`src/rtl/zbtram_pkg.sv`:
```
// Shared encodings for the ZBT SSRAM AHB slave: FSM states, response codes,
// and the AHB size/transfer-type codes used by the data path.
package zbtram_pkg;

    typedef enum logic [2:0] {
        ST_IDLE = 3'd0,
        ST_RD1  = 3'd1,
        ST_RD2  = 3'd2,
        ST_ERR1 = 3'd3,
        ST_ERR2 = 3'd4
    } zbt_state_e;

    localparam logic RSP_OKAY  = 1'b0;
    localparam logic RSP_ERROR = 1'b1;

    localparam logic [1:0] HSIZE_BYTE  = 2'b00;
    localparam logic [1:0] HSIZE_HALF  = 2'b01;
    localparam logic [1:0] HSIZE_WORD  = 2'b10;
    localparam logic [1:0] HSIZE_DWORD = 2'b11;   // wider than the 32-bit bus

    localparam logic [1:0] HTRANS_IDLE   = 2'b00;
    localparam logic [1:0] HTRANS_BUSY   = 2'b01;
    localparam logic [1:0] HTRANS_NONSEQ = 2'b10;
    localparam logic [1:0] HTRANS_SEQ    = 2'b11;

endpackage

```
`src/rtl/ahb_align_chk.sv`:
```
// Combinational illegal-transfer decode for a 32-bit AHB SRAM slave:
// oversize transfers and misaligned halfword/word accesses are flagged.
module ahb_align_chk
    import zbtram_pkg::*;
(
    input  logic [1:0] hsize,
    input  logic [1:0] haddr,
    output logic       bad
);

    // Byte accesses are always aligned; wider ones need zero low address bits.
    always_comb begin
        bad = 1'b0;
        case (hsize)
            HSIZE_BYTE:  bad = 1'b0;
            HSIZE_HALF:  bad = haddr[0];
            HSIZE_WORD:  bad = (haddr != 2'b00);
            HSIZE_DWORD: bad = 1'b1;
            default:     bad = 1'b1;
        endcase
    end

endmodule

```
`src/rtl/ahb_zbtram_dpath_32.sv`:
```
// AHB data path and response stage for the 32-bit ZBT SSRAM interface.
// Write data goes straight to the pads; read data is either passed through
// (RD_WAIT=0) or captured into rdcap behind one wait state (RD_WAIT=1).
// Illegal transfers get the two-cycle ERROR response and assert ERRKILL so
// the top level can suppress the byte write strobes.
//
// state | meaning
// ------+--------------------------------------------------------------
// IDLE  | ready, OKAY; no wait or error in progress
// RD1   | registered-read wait state, SDATAIN captured at end of cycle
// RD2   | registered-read completion, rdcap on HRDATA
// ERR1  | first ERROR cycle (not ready)
// ERR2  | second ERROR cycle (ready)
module ahb_zbtram_dpath_32
    import zbtram_pkg::*;
#(
    parameter int RD_WAIT = 0
) (
    input  logic        HCLK,
    input  logic        HRESET,
    input  logic        HSELSSRAM,
    input  logic        HREADYIn,
    input  logic [1:0]  HTRANS,
    input  logic        HWRITE,
    input  logic [1:0]  HSIZE,
    input  logic [1:0]  HADDR,
    input  logic [31:0] HWDATA,
    input  logic [31:0] SDATAIN,
    output logic [31:0] HRDATA,
    output logic        HREADYOut,
    output logic        HRESP,
    output logic [31:0] SDATAOUT,
    output logic        SDATAOE,
    output logic        ERRKILL
);

    localparam bit RD_REG = (RD_WAIT == 1);

    zbt_state_e  state;
    zbt_state_e  state_nxt;
    logic        trans_valid;
    logic        bad;
    logic        wr_dp;
    logic        rd_dp;
    logic        rdcap_load;
    logic [31:0] rdcap;

    ahb_align_chk u_align_chk (
        .hsize (HSIZE),
        .haddr (HADDR),
        .bad   (bad)
    );

    // Address-phase qualification: only NONSEQ/SEQ with the mux ready count.
    always_comb begin
        trans_valid = HSELSSRAM && HREADYIn &&
                      ((HTRANS == HTRANS_NONSEQ) || (HTRANS == HTRANS_SEQ));
        ERRKILL     = trans_valid && bad;
    end

    // State register and data-phase flags; flags only advance on HREADYIn.
    always_ff @(posedge HCLK) begin
        if (HRESET) begin
            state <= ST_IDLE;
            wr_dp <= 1'b0;
            rd_dp <= 1'b0;
        end else begin
            state <= state_nxt;
            if (HREADYIn) begin
                wr_dp <= trans_valid && HWRITE && !bad;
                rd_dp <= trans_valid && !HWRITE && !bad;
            end
        end
    end

    // Next state and response outputs; ready states accept a new address
    // only while the mux reports HREADYIn.
    always_comb begin
        state_nxt = state;
        HREADYOut = 1'b1;
        HRESP     = RSP_OKAY;
        case (state)
            ST_IDLE, ST_RD2, ST_ERR2: begin
                if (state == ST_ERR2) begin
                    HRESP = RSP_ERROR;
                end
                if (HREADYIn) begin
                    if (trans_valid && bad) begin
                        state_nxt = ST_ERR1;
                    end else if (trans_valid && !HWRITE && RD_REG) begin
                        state_nxt = ST_RD1;
                    end else begin
                        state_nxt = ST_IDLE;
                    end
                end
            end
            ST_RD1: begin
                HREADYOut = 1'b0;
                state_nxt = ST_RD2;
            end
            ST_ERR1: begin
                HREADYOut = 1'b0;
                HRESP     = RSP_ERROR;
                state_nxt = ST_ERR2;
            end
            default: begin
                state_nxt = ST_IDLE;
            end
        endcase
    end

    // Pass-through mode shadows every read data phase so HRDATA keeps the
    // last read value once rd_dp drops.
    always_comb begin
        rdcap_load = RD_REG ? (state == ST_RD1) : rd_dp;
    end

    // Read capture register.
    always_ff @(posedge HCLK) begin
        if (HRESET) begin
            rdcap <= '0;
        end else if (rdcap_load) begin
            rdcap <= SDATAIN;
        end
    end

    // Read return mux and write pad drive.
    always_comb begin
        HRDATA   = (!RD_REG && rd_dp) ? SDATAIN : rdcap;
        SDATAOUT = HWDATA;
        SDATAOE  = wr_dp;
    end

endmodule

```
`config.mk`:
```
export PLATFORM = sky130hd
export DESIGN_NAME = ahb_zbtram_dpath_32
export DESIGN_NICKNAME = d
export VERILOG_FILES = /design/src/rtl/zbtram_pkg.sv /design/src/rtl/ahb_align_chk.sv /design/src/rtl/ahb_zbtram_dpath_32.sv
export SDC_FILE = /design/constraint.sdc
export NUM_CORES = 1
export LEC_CHECK = 0
export CORE_AREA = 5 5 84 79
export CTS_BUF_LIST = sky130_fd_sc_hd__clkbuf_4
export DETAILED_ROUTE_END_ITERATION = 16
export DIE_AREA = 0 0 89 84
export PLACE_DENSITY_LB_ADDON = 0.1
export SYNTH_ARGS = -nofsm -noshare
export SYNTH_HDL_FRONTEND = slang
export SYNTH_HIERARCHICAL = 1
export SYNTH_SLANG_ARGS = --single-unit
```
`constraint.sdc`:
```
create_clock -name HCLK -period 1.56 [get_ports HCLK]
set_input_delay 0.39 -clock HCLK [delete_from_list [all_inputs] [get_ports HCLK]]
set_output_delay 0.39 -clock HCLK [all_outputs]
set_load 0.005 [all_outputs]
```
==> out/metrics.cfg <==
[status]
status = finished, violations left
violations = setup timing

[synthesis]
seq_area_frac_synth_pct = 39.9
ys_ff_latch = 37
ys.flop_type = dfxtp_1
async_flop_share_pct = 0
syn_area_per_cell_um2 = 11.1
synth_top_area_share_pct = 39.9
ys_top_cells_by_count = 37 x dfxtp_1, 33 x nor2b_1, 32 x buf_4
syn-num-nets = 242
yosys.area.top_type = dfxtp_1
synth.distinct_cells = 21
yosys_warnings = 6
synthCells = 167
synth_area_leaders = dfxtp_1 40%, mux2_4 23%, buf_4 13%
netlist_area_um2 = 1860
synth-edff-count = 0
yosys.cell_count.top_type = dfxtp_1

[setup_path]
r2r_end = rdcap[13]
crit_required_ns = 1.17
rrSetupSlack_ns = 0.13
start_kind = register
r2r-start = rd_dp
r2r_cells = 6
crit_type = register to primary output
cp-end-kind = primary output
arrival_ns = 1.50
path_max_fanout = 5

[drt]
vias = 1388
drc = 0
wl_um = 4850
via_per_inst = 4.49
first_pass_iters = 4
drt_iter0_drc = 28
final_antenna_net_count = 0
wl_per_cell_um = 15.7

[cts]
ctsRootBufferMaster = clkbuf_4
path_clk_slew_ns = 0.10
htreeDepth = 2
clk_latency_ns = 0.33
cts_buffer_depth = 2
cts_tree = done
cts_hold_buf = 0
cts_buffers = 5
clock-sinks = 37

[floorplan]
num_rows = 27
fp.dieH_um = 84
initial_utilization_pct = 32.1
die_w_um = 89
core_area_um2 = 5780
num_io_pins = 143
die-area_um2 = 7480

[sta]
slew_viol_final = 0
post-route-min-period_ns = 1.89
period_share_pct = 121
fin_skew_ns = 0.00704
hold_viol = 0
worst_hold_slack_ns = 0.468
worst_slew_pin_slew_ns = 0.215
setup_ws_ns = -0.328
fmax_mhz = 530
maxSlewHeadroom_pct = 85.5
grt_setup_unrepaired = yes
fin_setup_tns_ns = -7.34
setup_violations = 32

[global_routing]
grt_pass1_vias = 1577
grt_max_degree = 38
grt_pass1_wl_um = 7670
antenna_found_initial = 0
grt_usage_pct = 13.2
grt_overflow_total = 0

[finish]
final_cell_area_um2 = 2780
area_delta_synth_final_pct = 49.8
nets = 312
multi_input_area_um2 = 827
drive_gt1_share_pct = 43.9
fin_util_pct = 48.1
nFillCells = 549
final_cells = 309
seq_area_um2 = 751
diodes = 0

[min_path]
hold_path.class = register to register
whs_endpoint = state[0]
min_path_cells = 1
hp-start = state[0]

[pwr]
power_density_nw_per_um2 = 607
vdd_drop_max_uv = 308
p_leak_uw = 0.00122

[place]
dp_cells = 286
portBuffers = 77
placed_area_um2 = 2520
place.gp.congestion = 0.720
dp_hpwl_um = 3450

[flow_run]
cap_violations = 0

==> area by class of cell <==
type	instances	area share (%)
sequential	37	27.0
timing repair buffer	102	38.1
clock inverter	1	0.135
tap	72	3.24
clock buffer	6	1.62
multi-input combinational	90	29.7
inverter	1	0.135
==> cell usage in the layout (no fill, tap or decap), types with 2 or more instances in the layout <==
cell type        instances
dlymetal6s2s_1           5
buf_8                    3
nand2b_1                 2
clkdlybuf4s50_1         34
buf_12                   4
dfxtp_4                  2
nand3b_1                 2
buf_4                   15
mux2_4                  32
nor2_1                   4
buf_2                    2
dlygate4sd2_1            2
clkbuf_4                 6
clkbuf_2                 4
a21oi_1                  6
nand2_1                  3
dfxtp_1                 33
buf_6                   33
nor2b_1                 33
dfxtp_2                  2
==> kinds of logic after synthesis <==
family,Yosys count,synth area share (%)
muxes,32,25.3
AOI/OAI and AO/OA,8,2.43
DFF,37,39.9
buffers and inverters,40,16.3
and+or+nand+nor,50,16.1
==> state kept, by name, summed over array words and instances (netlist names) <==
name and cells:
SDATAOE 1, rd_dp 1, state 3, rdcap 32
==> report_power, final <==
part	leakage [µW]	internal [µW]	total [µW]	switching (µW)
Combinational	0.000892	175	250	75.4
Sequential	0.000301	953	959	6.32
Clock	0.0000292	181	477	296
Total	0.00122	1310	1690	378
==> per-stage QoR <==
stage | total power, µW | setup slack (ns)
global route | 1790 | -0.404
finish | 1690 | -0.328
detailed placement | 1220 | -0.626
floorplan | 1120 | 0.282
CTS | 1710 | -0.353
global placement | 1210 | -0.587
==> timing repair <==
action | CTS | global route
setup buffers | 14 | 4
resized for setup | 181 | 17
pin swaps | 3 | 4
cloned | 1 | 0
endpoints found under the setup margin | 36 | 34
==> worst max-delay path: stages (launching register included) <==
cell and delay (ns):
dfxtp_4 0.38, buf_12 0.12, buf_8 0.12, buf_6 0.12
mux2_4 0.30, buf_6 0.12
==> metal layers <==
metal	up-vias	share of wire (%)	track usage, %
met3	19	11	7.01
met1	649	36	13.4
met4	0	2.2	4.60
met2	66	51	22.5
met5	-	0	0
li1	654	-	-
==> worst max-delay path by stage <==
stage,startpoint,end,slack (ns)
after global routing,rd_dp,HRDATA[1],-0.40
after floorplan,rd_dp,HRDATA[10],0.28
after global placement,HSIZE[0],ERRKILL,-0.59
after CTS,rd_dp,HRDATA[12],-0.35
final,rd_dp,HRDATA[1],-0.33
after detailed placement,HSIZE[0],ERRKILL,-0.63
No activity file was read; power rests on OpenSTA's default activity.
